File: src/rtl/sb_tx_serializer.sv
// Sideband transmit serializer: one holding register feeding a shifter,
// one UI per clock, with a fixed idle gap and a done pulse per packet.
module sb_tx_serializer #(
  parameter int DATA_WIDTH = 64,
  parameter int GAP_UI     = 32,
  parameter bit LSB_FIRST  = 1'b1
) (
  input  logic                  i_clk,
  input  logic                  i_rst,
  input  logic [DATA_WIDTH-1:0] i_data,
  input  logic                  i_data_valid,
  output logic                  o_data_ready,
  input  logic                  i_flush,
  output logic                  o_txdat,
  output logic                  o_txclk_en,
  output logic                  o_busy,
  output logic                  o_ser_done
);

  localparam int MAXC = (DATA_WIDTH > GAP_UI) ? DATA_WIDTH : GAP_UI;
  localparam int CW   = $clog2(MAXC);
  localparam logic [CW-1:0] DLAST = CW'(DATA_WIDTH - 1);
  localparam logic [CW-1:0] GLAST = CW'(GAP_UI - 1);

  typedef enum logic [1:0] {
    S_IDLE,
    S_SHIFT,
    S_GAP
  } state_t;

  state_t                state_q, state_d;
  logic [CW-1:0]         cnt_q, cnt_d;
  logic [DATA_WIDTH-1:0] sh_q, sh_d;
  logic [DATA_WIDTH-1:0] hold_q, hold_d;
  logic                  full_q, full_d;

  assign o_data_ready = ~full_q;
  assign o_busy       = (state_q != S_IDLE);

  always_comb begin
    state_d    = state_q;
    cnt_d      = cnt_q;
    sh_d       = sh_q;
    hold_d     = hold_q;
    full_d     = full_q;
    o_txdat    = 1'b0;
    o_txclk_en = 1'b0;
    o_ser_done = 1'b0;

    if (i_data_valid && !full_q) begin
      hold_d = i_data;
      full_d = 1'b1;
    end

    unique case (state_q)
      S_IDLE: begin
        if (full_q) begin
          sh_d    = hold_q;
          full_d  = 1'b0;
          cnt_d   = '0;
          state_d = S_SHIFT;
        end
      end
      S_SHIFT: begin
        o_txdat    = LSB_FIRST ? sh_q[0] : sh_q[DATA_WIDTH-1];
        o_txclk_en = 1'b1;
        sh_d       = LSB_FIRST ? (sh_q >> 1) : (sh_q << 1);
        cnt_d      = cnt_q + CW'(1);
        if (cnt_q == DLAST) begin
          cnt_d   = '0;
          state_d = S_GAP;
        end
      end
      S_GAP: begin
        cnt_d = cnt_q + CW'(1);
        if (cnt_q == GLAST) begin
          o_ser_done = 1'b1;
          cnt_d      = '0;
          // back-to-back: skip IDLE when a packet is already waiting
          if (full_q) begin
            sh_d    = hold_q;
            full_d  = 1'b0;
            state_d = S_SHIFT;
          end else begin
            state_d = S_IDLE;
          end
        end
      end
      default: state_d = S_IDLE;
    endcase

    if (i_flush) begin
      state_d = S_IDLE;
      cnt_d   = '0;
      sh_d    = '0;
      full_d  = 1'b0;
    end
  end

  always_ff @(posedge i_clk or posedge i_rst) begin
    if (i_rst) begin
      state_q <= S_IDLE;
      cnt_q   <= '0;
      sh_q    <= '0;
      hold_q  <= '0;
      full_q  <= 1'b0;
    end else begin
      state_q <= state_d;
      cnt_q   <= cnt_d;
      sh_q    <= sh_d;
      hold_q  <= hold_d;
      full_q  <= full_d;
    end
  end

endmodule

File: config.mk
export PLATFORM = sky130hd
export DESIGN_NAME = sb_tx_serializer
export DESIGN_NICKNAME = d
export VERILOG_FILES = /design/src/rtl/sb_tx_serializer.sv
export SDC_FILE = /design/constraint.sdc
export NUM_CORES = 1
export LEC_CHECK = 0
export BUFFER_PORTS_ARGS = -buffer_cell sky130_fd_sc_hd__buf_4
export CAP_MARGIN = 10
export CELL_PAD_IN_SITES_DETAIL_PLACEMENT = 2
export CELL_PAD_IN_SITES_GLOBAL_PLACEMENT = 2
export CORE_MARGIN = 4
export CORE_UTILIZATION = 41
export CTS_CLUSTER_SIZE = 12
export DETAILED_ROUTE_END_ITERATION = 12
export GPL_TIMING_DRIVEN = 1
export PLACE_DENSITY_LB_ADDON = 0.1
export SLEW_MARGIN = 10
export SYNTH_ARGS = -nofsm -noshare
export SYNTH_HDL_FRONTEND = slang
export SYNTH_SLANG_ARGS = --single-unit
File: constraint.sdc
create_clock -name i_clk -period 4.8 [get_ports i_clk]
set_input_delay 0.24 -clock i_clk [delete_from_list [all_inputs] [get_ports i_clk]]
set_output_delay 0.24 -clock i_clk [all_outputs]
set_load 0.01 [all_outputs]
==> impl_summary.txt <==
----------------------------------------------------
[Pwr]
  Worst vdd ir ... a little under 0.3 mV
  Pwr Density ... 440 nW/um^2
  Combinational share of power ... 18.6%
  Internal Pwr Total ... approximately 2.5 mW
  Sequential Power Share ... between 40% and 50%
  Sw Ratio ... 27.0%
  Share of total power in the clock network ... 40.1%
  Standby leakage power ... roughly 3.2 nW
  Power, Total ... roughly 3.4 mW
  Net Sw Power ... just over 0.9 mW

[Setup path]
  Required time worst endpoint ... 5.03 ns
  Endpoint class of the critical path ... flip-flop
  R2R cell count ... 5
  Reg2Reg Capture Point ... sh_q[26]
  Reg-to-reg startpoint ... cnt_q[0]
  Register-to-register setup slack ... ~1.8 ns
  Worst setup SP type ... flip-flop
  Critical Path Start ... cnt_q[0]
  Worst setup path class ... flip-flop to flip-flop
  CP Max Fanout ... 65
  Arrival time of the worst setup path ... approximately 3.3 ns

[Routing]
  Per-cell via count in the routed design ... 5.42
  DRC violation count after routing ... 0
  Number of DRC markers in iteration 0 ... 180
  Sum of routed wire length over all layers ... 15,600 um
  Routed via count ... 4,230
  Count of TritonRoute iterations in the first routing pass ... 6
  Mean routed wirelength per cell ... between 20 and 25 um
  Number of nets with antenna violations after detailed routing ... 0

[Final layout]
  Ant diodes ... 0
  Layout overhead on the synthesized area ... 18.3%
  Post-route standard cell area excluding fillers ... 7830 um^2
  Nets ... 626
  Fraction of final layout cells with drive strength greater than 1 ... between 40% and 50%

[Clock tree]
  Cts repair resizes ... 0
  Total of hold buffers inserted after clock tree synthesis ... 0
  Clock edge transition at the registers on the reported setup and hold paths ... approximately 0.060 ns
  Sinks on Clock Net ... 137
  H-tree depth reported by CTS ... 4
  Worst-skew pair later-pin latency ... about 0.42 ns
  CTS tree ... done
  Cell at the root of the clock tree ... clkbuf_16
  Post-CTS setup buffers ... 0
  TritonCTS buffer count ... 17
  Clock tree buffer depth ... 2

[STA]
  Setup violators final ... 0
  Worst Slack Setup Final ... 1.75 ns
  Worst clock skew ... 0.00779 ns
  Max-slew violation count ... 0
  Clock period minus final worst setup slack ... around 3 ns
  Fin crit share ... 63.5%
  Worst Hold Margin ... -0.0255 ns
  RSZ-0062 raised after global routing ... no
  Pin slew with the least headroom to its limit ... 1.16 ns
  Final setup TNS ... 0 ns
  Timing-limited maximum frequency ... about 0.33 GHz
  Hold Violations, Final ... 13
  Headroom to the max-slew limit ... 22.4%

[Logic synthesis]
  Register bit total from synthesis ... 137
  Cell variety after synth ... 38
  Post-Synthesis Net Count ... 574
  Mapped Cells ... 501
  Area of the mapped netlist ... 6620 um^2
  Yosys warnings ... 0
  Syn_area_per_cell ... 13.2 um^2
  Portion of the post-synthesis area used by sequential elements ... 51.8%

[Floorplan]
  Area enclosed by the die boundary ... 18,200 um^2
  Die Span Y ... 135 um
  Number of core rows ... 46
  Area of the core ... 15,800 um^2
  Ports placed on the boundary ... between 70 and 80
  Horizontal extent of the die ... 135 um
  Effective utilization at floorplan ... between 40% and 50%

[Status]
  Outcome ... complete, but fails checks
  Failing checks ... negative hold slack

[Global routing]
  Vias in the first global route ... 5,003
  Largest net degree at the start of global routing ... 90
  Global-route wire length before repair ... 26,700 um
  Number of antenna violations at the first check in global routing ... 0
  Residual overflow from global routing ... 0
  Overall fraction of global-route tracks in use ... 18.4%

[Run]
  Max-cap violation count ... 0

[Placement]
  Pre-CTS setup slack ... 1.80 ns
  Port Buffers ... 72
  Placer's final routability congestion estimate ... 0.738
  Area after DPL ... 7190 um^2
  Sum of net half-perimeters after detailed placement ... 9120 um

[Worst hold path]
  Worst hold path type ... primary input to asynchronous set/reset pin

----------------------------------------------------
layout by cell type, fill, tap and decap left out, types with 2 or more instances in the layout:
cell	n
nand2b_1	3
a21oi_1	68
o22ai_1	2
clkbuf_16	17
clkbuf_1	3
inv_1	8
nor2_1	3
nand2_1	3
a211oi_1	4
dfrtp_1	137
nand3_1	3
mux2i_1	63
a211oi_2	59
clkbuf_8	3
ha_1	4
buf_4	76
a21o_1	2
mux2_2	64
nand4_1	2
clkinv_2	3
and3_1	3
o21ai_0	7
o21ba_2	2
bufinv_16	4
cell families after synthesis:
kind of cell	synth area share, %
AND/OR/NAND/NOR	2.48
adder cells (fa/ha/maj)	0.945
buffers and inverters	5.08
flip-flops	51.8
multiplexers	20.6
AO/OA/AOI/OAI	19.1
critical path: stages, from the launching register on:
cell and delay, ns:
dfrtp_1 0.40, ha_1 0.22, and4_4 0.29, a21bo_4 0.70
and2_4 1.02, a211oi_1 0.19
routing by layer:
metal / share of wire [%] / GRT usage, %
met1: 45 / 23.9
met5: 0 / 0
met2: 51 / 31.0
met3: 2.7 / 3.87
met4: 1.3 / 5.71
final cells by class:
| type | instances | area, um^2 |
|---|---|---|
| well taps | 216 | 270 |
| inverters | 9 | 38.8 |
| flip-flops and latches | 137 | 3430 |
| repair buffers | 77 | 591 |
| multi-input cells | 311 | 2880 |
| clock buffers | 23 | 478 |
| fillers | 1554 | 8000 |
| clock inverters | 8 | 143 |
synth_stat cells:
cell         n  area share [%]
a211oi_1     4            0.45
a2111oi_4    1            0.42
dfrtp_1    137              52
or3_1        1           0.095
nor4b_1      1            0.13
and3_1       3            0.28
buf_1        1           0.057
a21o_1       2            0.23
inv_1        9            0.51
mux2_2      64              11
buf_4        1            0.11
o21bai_1     1            0.11
nor2_1       3            0.17
nand2_2      1           0.095
a211oi_2    59              11
o2bb2ai_1    1            0.13
a21bo_4      1            0.25
nor3_1       1           0.076
nand4_1      2            0.19
nor2b_1      2            0.19
mux2i_2      1            0.21
nand3_1      3            0.23
o22ai_1      2            0.19
o2111ai_1    1            0.13
nand3b_1     1            0.11
o21ba_2      2            0.30
and4_4       1            0.17
a21oi_1     68             5.1
o21ai_0      7            0.53
buf_6       14             2.4
o21ai_1      1           0.076
and2_1       2            0.19
nand2_1      3            0.17
nand2b_1     4            0.38
mux2i_1     63             9.5
ha_1         5            0.94
buf_2       23             1.7
clkbuf_1     5            0.28
per-stage QoR:
step / instances / util, %
finish: 781 / 49.5
global route: 781 / 49.5
CTS: 780 / 49.3
detailed placement: 749 / 45.4
global placement: 749 / 45.4
floorplan: 501 / -
power by group through the flow:
| stage | Clock [mW] | Combinational, mW | Sequential (mW) |
|---|---|---|---|
| final | 1.38 | 0.640 | 1.42 |
| after global routing | 1.49 | 0.706 | 1.45 |
| after CTS | 1.42 | 0.652 | 1.43 |
| after detailed placement | 0 | 0.640 | 1.44 |
| after global placement | 0 | 0.611 | 1.43 |
| after floorplan | 0 | 0.527 | 1.40 |
state kept, by name, summed over array words and instances, names as in the netlist:
register / cells
hold_q: 64
cnt_q: 6
full_q: 1
sh_q: 64
state_q: 2
how the worst max path moves through the flow:
stage	to	depth (start not counted)	slack [ns]
6_report	sh_q[26]	5	1.75
4_1_cts	sh_q[26]	5	1.74
2_1_floorplan	cnt_q[0]	1	0.89
3_3_place_gp	sh_q[27]	5	1.86
3_5_place_dp	sh_q[24]	5	1.80
5_1_grt	sh_q[26]	5	1.53
(Power assumes the default switching activity.)
